`src/rtl/regfile_pkg.sv`:
```
// regfile_pkg: shared definitions for the register-file write arbiter.
//   ADDR_W / DATA_W / NUM_REGS : register-file geometry
//   LAST_ADDR                  : highest register index, used to end a clear sweep
//   state_e                    : arbiter controller states
//   grant_e                    : which requester won the most recent handshake
package regfile_pkg;

    localparam int ADDR_W   = 3;
    localparam int DATA_W   = 8;
    localparam int NUM_REGS = 8;

    localparam logic [ADDR_W-1:0] LAST_ADDR = ADDR_W'(NUM_REGS - 1);

    typedef enum logic [1:0] {
        INIT  = 2'd0,
        IDLE  = 2'd1,
        CLEAR = 2'd2
    } state_e;

    typedef enum logic {
        GNT_A = 1'b0,
        GNT_B = 1'b1
    } grant_e;

endpackage

```
`src/rtl/rr_arbiter2.sv`:
```
// rr_arbiter2: two-way round-robin selector, purely combinational.
//   req[0]     : requester A pending
//   req[1]     : requester B pending
//   last_grant : requester that won the previous handshake
//   gnt[1:0]   : one-hot grant (bit0 = A, bit1 = B), zero when nothing pending
module rr_arbiter2
    import regfile_pkg::*;
(
    input  logic [1:0] req,
    input  grant_e     last_grant,
    output logic [1:0] gnt
);

    // Lone requester wins outright; on a tie the one not served last wins.
    always_comb begin
        gnt = 2'b00;
        case (req)
            2'b01:   gnt = 2'b01;
            2'b10:   gnt = 2'b10;
            2'b11:   gnt = (last_grant == GNT_B) ? 2'b01 : 2'b10;
            default: gnt = 2'b00;
        endcase
    end

endmodule

```
`src/rtl/regfile_write_arbiter.sv`:
```
// regfile_write_arbiter: merges two write requesters (A = core writeback,
// B = debug port) onto a single registered register-file write port, and
// runs a zero-fill sweep of every register on request or after reset.
//   clk, rst_n            : clock, asynchronous active-low reset
//   clr_req / clr_busy    : request a zero-fill sweep / sweep pending or running
//   a_valid/a_ready/a_addr/a_data : requester A handshake and payload
//   b_valid/b_ready/b_addr/b_data : requester B handshake and payload
//   rf_we / rf_rd / rf_wd : registered register-file write enable/address/data
module regfile_write_arbiter
    import regfile_pkg::*;
#(
    parameter bit CLEAR_ON_RESET = 1'b1
) (
    input  logic              clk,
    input  logic              rst_n,
    input  logic              clr_req,
    output logic              clr_busy,
    input  logic              a_valid,
    output logic              a_ready,
    input  logic [ADDR_W-1:0] a_addr,
    input  logic [DATA_W-1:0] a_data,
    input  logic              b_valid,
    output logic              b_ready,
    input  logic [ADDR_W-1:0] b_addr,
    input  logic [DATA_W-1:0] b_data,
    output logic              rf_we,
    output logic [ADDR_W-1:0] rf_rd,
    output logic [DATA_W-1:0] rf_wd
);

    localparam state_e RST_STATE = CLEAR_ON_RESET ? INIT : IDLE;

    state_e            state_q, state_d;
    logic [ADDR_W-1:0] cnt_q, cnt_d;
    grant_e            last_grant_q, last_grant_d;
    logic              rf_we_q, rf_we_d;
    logic [ADDR_W-1:0] rf_rd_q, rf_rd_d;
    logic [DATA_W-1:0] rf_wd_q, rf_wd_d;

    logic [1:0]        gnt_s;
    logic              accept_s;
    logic              a_hs_s;
    logic              b_hs_s;

    rr_arbiter2 u_rr_arbiter2 (
        .req        ({b_valid, a_valid}),
        .last_grant (last_grant_q),
        .gnt        (gnt_s)
    );

    // A pending clear takes priority, so no requester is acknowledged that cycle.
    assign accept_s = (state_q == IDLE) && !clr_req;
    assign a_ready  = accept_s && gnt_s[0];
    assign b_ready  = accept_s && gnt_s[1];
    assign a_hs_s   = a_valid && a_ready;
    assign b_hs_s   = b_valid && b_ready;

    assign clr_busy = (state_q != IDLE);
    assign rf_we    = rf_we_q;
    assign rf_rd    = rf_rd_q;
    assign rf_wd    = rf_wd_q;

    // Next-state, sweep counter and write-port staging.
    always_comb begin
        state_d      = state_q;
        cnt_d        = cnt_q;
        last_grant_d = last_grant_q;
        rf_we_d      = 1'b0;
        rf_rd_d      = rf_rd_q;
        rf_wd_d      = rf_wd_q;
        case (state_q)
            INIT: begin
                state_d = CLEAR;
                cnt_d   = {ADDR_W{1'b0}};
                rf_we_d = 1'b1;
                rf_rd_d = {ADDR_W{1'b0}};
                rf_wd_d = {DATA_W{1'b0}};
            end
            IDLE: begin
                if (clr_req) begin
                    state_d = CLEAR;
                    cnt_d   = {ADDR_W{1'b0}};
                    rf_we_d = 1'b1;
                    rf_rd_d = {ADDR_W{1'b0}};
                    rf_wd_d = {DATA_W{1'b0}};
                end else if (a_hs_s) begin
                    last_grant_d = GNT_A;
                    rf_we_d      = 1'b1;
                    rf_rd_d      = a_addr;
                    rf_wd_d      = a_data;
                end else if (b_hs_s) begin
                    last_grant_d = GNT_B;
                    rf_we_d      = 1'b1;
                    rf_rd_d      = b_addr;
                    rf_wd_d      = b_data;
                end else begin
                    rf_we_d = 1'b0;
                end
            end
            CLEAR: begin
                // cnt_q tracks the register currently on the write port.
                if (cnt_q == LAST_ADDR) begin
                    state_d = IDLE;
                    rf_we_d = 1'b0;
                end else begin
                    cnt_d   = cnt_q + {{(ADDR_W-1){1'b0}}, 1'b1};
                    rf_we_d = 1'b1;
                    rf_rd_d = cnt_q + {{(ADDR_W-1){1'b0}}, 1'b1};
                    rf_wd_d = {DATA_W{1'b0}};
                end
            end
            default: begin
                state_d = IDLE;
                rf_we_d = 1'b0;
            end
        endcase
    end

    // State and output registers; reset abandons any sweep or staged write.
    always_ff @(posedge clk or negedge rst_n) begin
        if (!rst_n) begin
            state_q      <= RST_STATE;
            cnt_q        <= {ADDR_W{1'b0}};
            last_grant_q <= GNT_B;
            rf_we_q      <= 1'b0;
            rf_rd_q      <= {ADDR_W{1'b0}};
            rf_wd_q      <= {DATA_W{1'b0}};
        end else begin
            state_q      <= state_d;
            cnt_q        <= cnt_d;
            last_grant_q <= last_grant_d;
            rf_we_q      <= rf_we_d;
            rf_rd_q      <= rf_rd_d;
            rf_wd_q      <= rf_wd_d;
        end
    end

endmodule

```
`config.mk`:
```
export PLATFORM = sky130hd
export DESIGN_NAME = regfile_write_arbiter
export DESIGN_NICKNAME = d
export VERILOG_FILES = /design/src/rtl/regfile_pkg.sv /design/src/rtl/rr_arbiter2.sv /design/src/rtl/regfile_write_arbiter.sv
export SDC_FILE = /design/constraint.sdc
export NUM_CORES = 1
export LEC_CHECK = 0
export ABC_AREA = 0
export ABC_CLOCK_PERIOD_IN_PS = 1450
export BUFFER_PORTS_ARGS = -buffer_cell sky130_fd_sc_hd__buf_2
export CAP_MARGIN = 0
export CORE_MARGIN = 10
export CORE_UTILIZATION = 42
export DETAILED_ROUTE_END_ITERATION = 7
export HOLD_SLACK_MARGIN = 0.08
export PLACE_DENSITY = 0.85
export RECOVER_POWER = 50
export SETUP_SLACK_MARGIN = 0.3
export SLEW_MARGIN = 20
export SYNTH_ARGS = -nofsm -noshare
export SYNTH_HDL_FRONTEND = slang
export SYNTH_HIERARCHICAL = 1
export SYNTH_SLANG_ARGS = --single-unit
```
`constraint.sdc`:
```
create_clock -name clk -period 1.45 [get_ports clk]
set_input_delay 0.0725 -clock clk [delete_from_list [all_inputs] [get_ports clk]]
set_output_delay 0.0725 -clock clk [all_outputs]
set_load 0.02 [all_outputs]
```
==> results.yml <==
timing:
  worstMarginPinSlew_ns: 0.996
  fin_ws_ns: -0.103
  skew_ns: 0.00273
  grt_setup_unrepaired: "true"
  max_clock_freq_mhz: 644
  relSlewSlack_pct: 33.6
  maxSlewViolCount: 0
  setup_viol: 18
  post-route-period-util_pct: 107
  hold_viol_final: 0
  period_needed_ns: 1.55
critical_path:
  worstPathRequired_ns: 1.66
  path_class: "flip-flop to flip-flop"
  cp-start-kind: "flip-flop"
  end_kind: "flip-flop"
  worstPathMaxFanout: 12
  worstPathArrival_ns: 1.77
placement:
  hpwl_mm: 2.12
  place_inst: 169
  place.gp.congestion: 0.788
  dp_slack_ns: -0.104
  placed_area_sq_um: 1320
  port_buffers: 41
finish:
  final_cell_area_sq_um: 1670
  drive_gt1_share_pct: 62.4
  fin_cells: 193
  layout_commonest_cell: "buf_2"
  area_delta_synth_final_pct: 66.8
  final_nets: 199
  final_cell_mix: "37 x buf_2, 17 x dfrtp_1, 15 x nand2_1, 15 x buf_4"
  diodes: 0
drt:
  routedLengthMet1_mm: 1.13
  wl_mm: 3.22
  drtPass1Iterations: 4
  vias_per_cell: 5.20
  wl_met2_mm: 1.69
  met3WireLength_um: 342
  antenna_left: 0
  wire_per_inst_um: 16.7
  drt_iter0_drc: 14
  drc_errors: 0
  vias: 1004
  maxUsedRoutingLayer: "met4"
power:
  power_per_cell_area_nw_per_um2: 1870
  power.switching_mw: 1.32
  internal_power_mw: 1.82
  total_power_mw: 3.13
  peakVddDrop_uv: 1530
  p_leak_nw: 0.864
  pwr-share-comb_pct: 65.0
  swShare_pct: 42.1
  seq_power_share_pct: 24.8
  clockPowerShare_pct: 10.2
logic_synthesis:
  ys_seq_elements: 18
  syn-num-nets: 130
  syn_area_per_cell_sq_um: 10.3
  syn_area_sq_um: 1000
  yosysSeqAreaShare_pct: 45.1
  synth_cells: 97
  ys_warn_count: 6
  synthDistinctLibCells: 24
global_routing:
  grt_max_degree: 19
  grt_pass1_wl_mm: 4.90
  antenna_found_initial: 0
  first_global_vias: 1049
  track_usage_pct: 13.5
  grt-ovfl-total: 0
clock_network:
  cts_buffers: 3
  clk_latency_ns: 0.30
  numClockSinks: 18
  cts_root_buf: "clkbuf_4"
  path_clk_slew_ns: 0.11
  clockBufferDepth: 2
  cts_tree: "yes"
  htreeDepth: 1
floorplan:
  die_h_um: 68.9
  dieArea_sq_um: 4740
  die_w_um: 68.9
  core-area_sq_um: 2230
  io_pins: 42
  start_util_pct: 44.9
  rows: 17
flow_run:
  maxCapViolations: 0
run_status:
  status: "complete, but fails checks"
  violations: "setup timing"
hold_path:
  min_path_type: "primary input to flip-flop"
power groups by stage:
stage	sequential [mW]	combinational [mW]	clock, mW
detailed placement	0.787	1.24	0
finish	0.778	2.04	0.319
CTS	0.763	1.86	0.319
global route	0.796	2.17	0.343
floorplan	0.894	0.797	0
global placement	0.777	1.20	0
worst paths after layout:
| path | slack (ns) | cells after the start | end | from |
|---|---|---|---|---|
| min in group asynchronous | 0.45 | 2 | rf_wd[3] | rst_n |
| max in group asynchronous | 0.40 | 2 | cnt_q[0] | rst_n |
| worst min-delay path | 0.11 | 3 | rf_wd[2] | a_data[2] |
| worst min register to register | 0.49 | 2 | rf_wd[4] | rf_wd[4] |
| worst max-delay path | -0.10 | 7 | rf_wd[6] | last_grant_q |
| worst max register to register | -0.10 | 7 | rf_wd[6] | last_grant_q |
sequential cells by signal, summed over array words and instances (netlist names):
signal,flops
rf_rd,3
state_q,2
last_grant_q,1
rf_wd,8
rf_we,1
cnt_q,3
layout make-up:
| type | instances | area (sq um) |
|---|---|---|
| clock buffers | 4 | 36.3 |
| repair buffers | 67 | 465 |
| flip-flops and latches | 18 | 452 |
| well taps | 28 | 35.0 |
| inverters | 4 | 17.5 |
| fillers | 146 | 562 |
| multi-input cells | 72 | 666 |
cells by family after synthesis:
family          Yosys count  share of synthesized area [%]
flops                    18                           45.1
fa+ha+maj                 6                           7.49
mux                      11                           11.0
simple gates             26                           11.0
compound gates           29                           21.3
buf+inv                   7                           4.12
through the flow:
step           hold slack [ns]  setup TNS, ns  utilization, %
3_5_place_dp            0.0257         -0.899            59.2
6_report                 0.105          -1.26            74.8
4_1_cts                  0.105         -0.778            72.3
2_1_floorplan           -0.223              0               -
3_3_place_gp            0.0183         -0.250            59.2
5_1_grt                  0.104          -2.41            74.8
per-layer routing:
layer	vias to the layer above	track usage, %
met5	-	0
met4	0	5.17
met3	8	4.35
met2	40	25.3
met1	472	13.4
li1	484	-
worst max-delay path, cell delays in order (launching register included):
cell and delay, ns:
dfstp_2 0.58, inv_2 0.04, a21boi_2 0.12, buf_4 0.13
a22o_4 0.15, o21ai_4 0.08, buf_12 0.15, o31ai_2 0.21
cells in the mapped netlist:
cell type	number	share of area (%)
a21boi_0	1	0.75
a21boi_1	1	0.75
a21oi_1	2	1.0
a22o_4	1	1.7
a2bb2oi_1	1	0.87
a31oi_1	2	1.2
and2_1	2	1.2
buf_4	2	1.5
buf_6	1	1.1
dfrtp_1	17	42
dfstp_2	1	2.6
ha_1	6	7.5
inv_1	4	1.5
mux2i_1	11	11
nand2_1	18	6.7
nand2b_1	2	1.2
nor2_1	3	1.1
nor2b_1	1	0.62
o211ai_1	1	0.75
o21a_1	3	2.2
o21ai_0	7	3.5
o21ai_4	1	1.6
o2bb2ai_1	1	0.87
o31ai_1	8	6.0
timing repair:
action,CTS,global route
hold endpoints to repair,19,0
hold buffers,2,0
resized for setup,31,8
endpoints found under the setup margin,21,21
setup buffers,14,4
pin swaps,13,6
No activity file was read; power rests on OpenSTA's default activity.
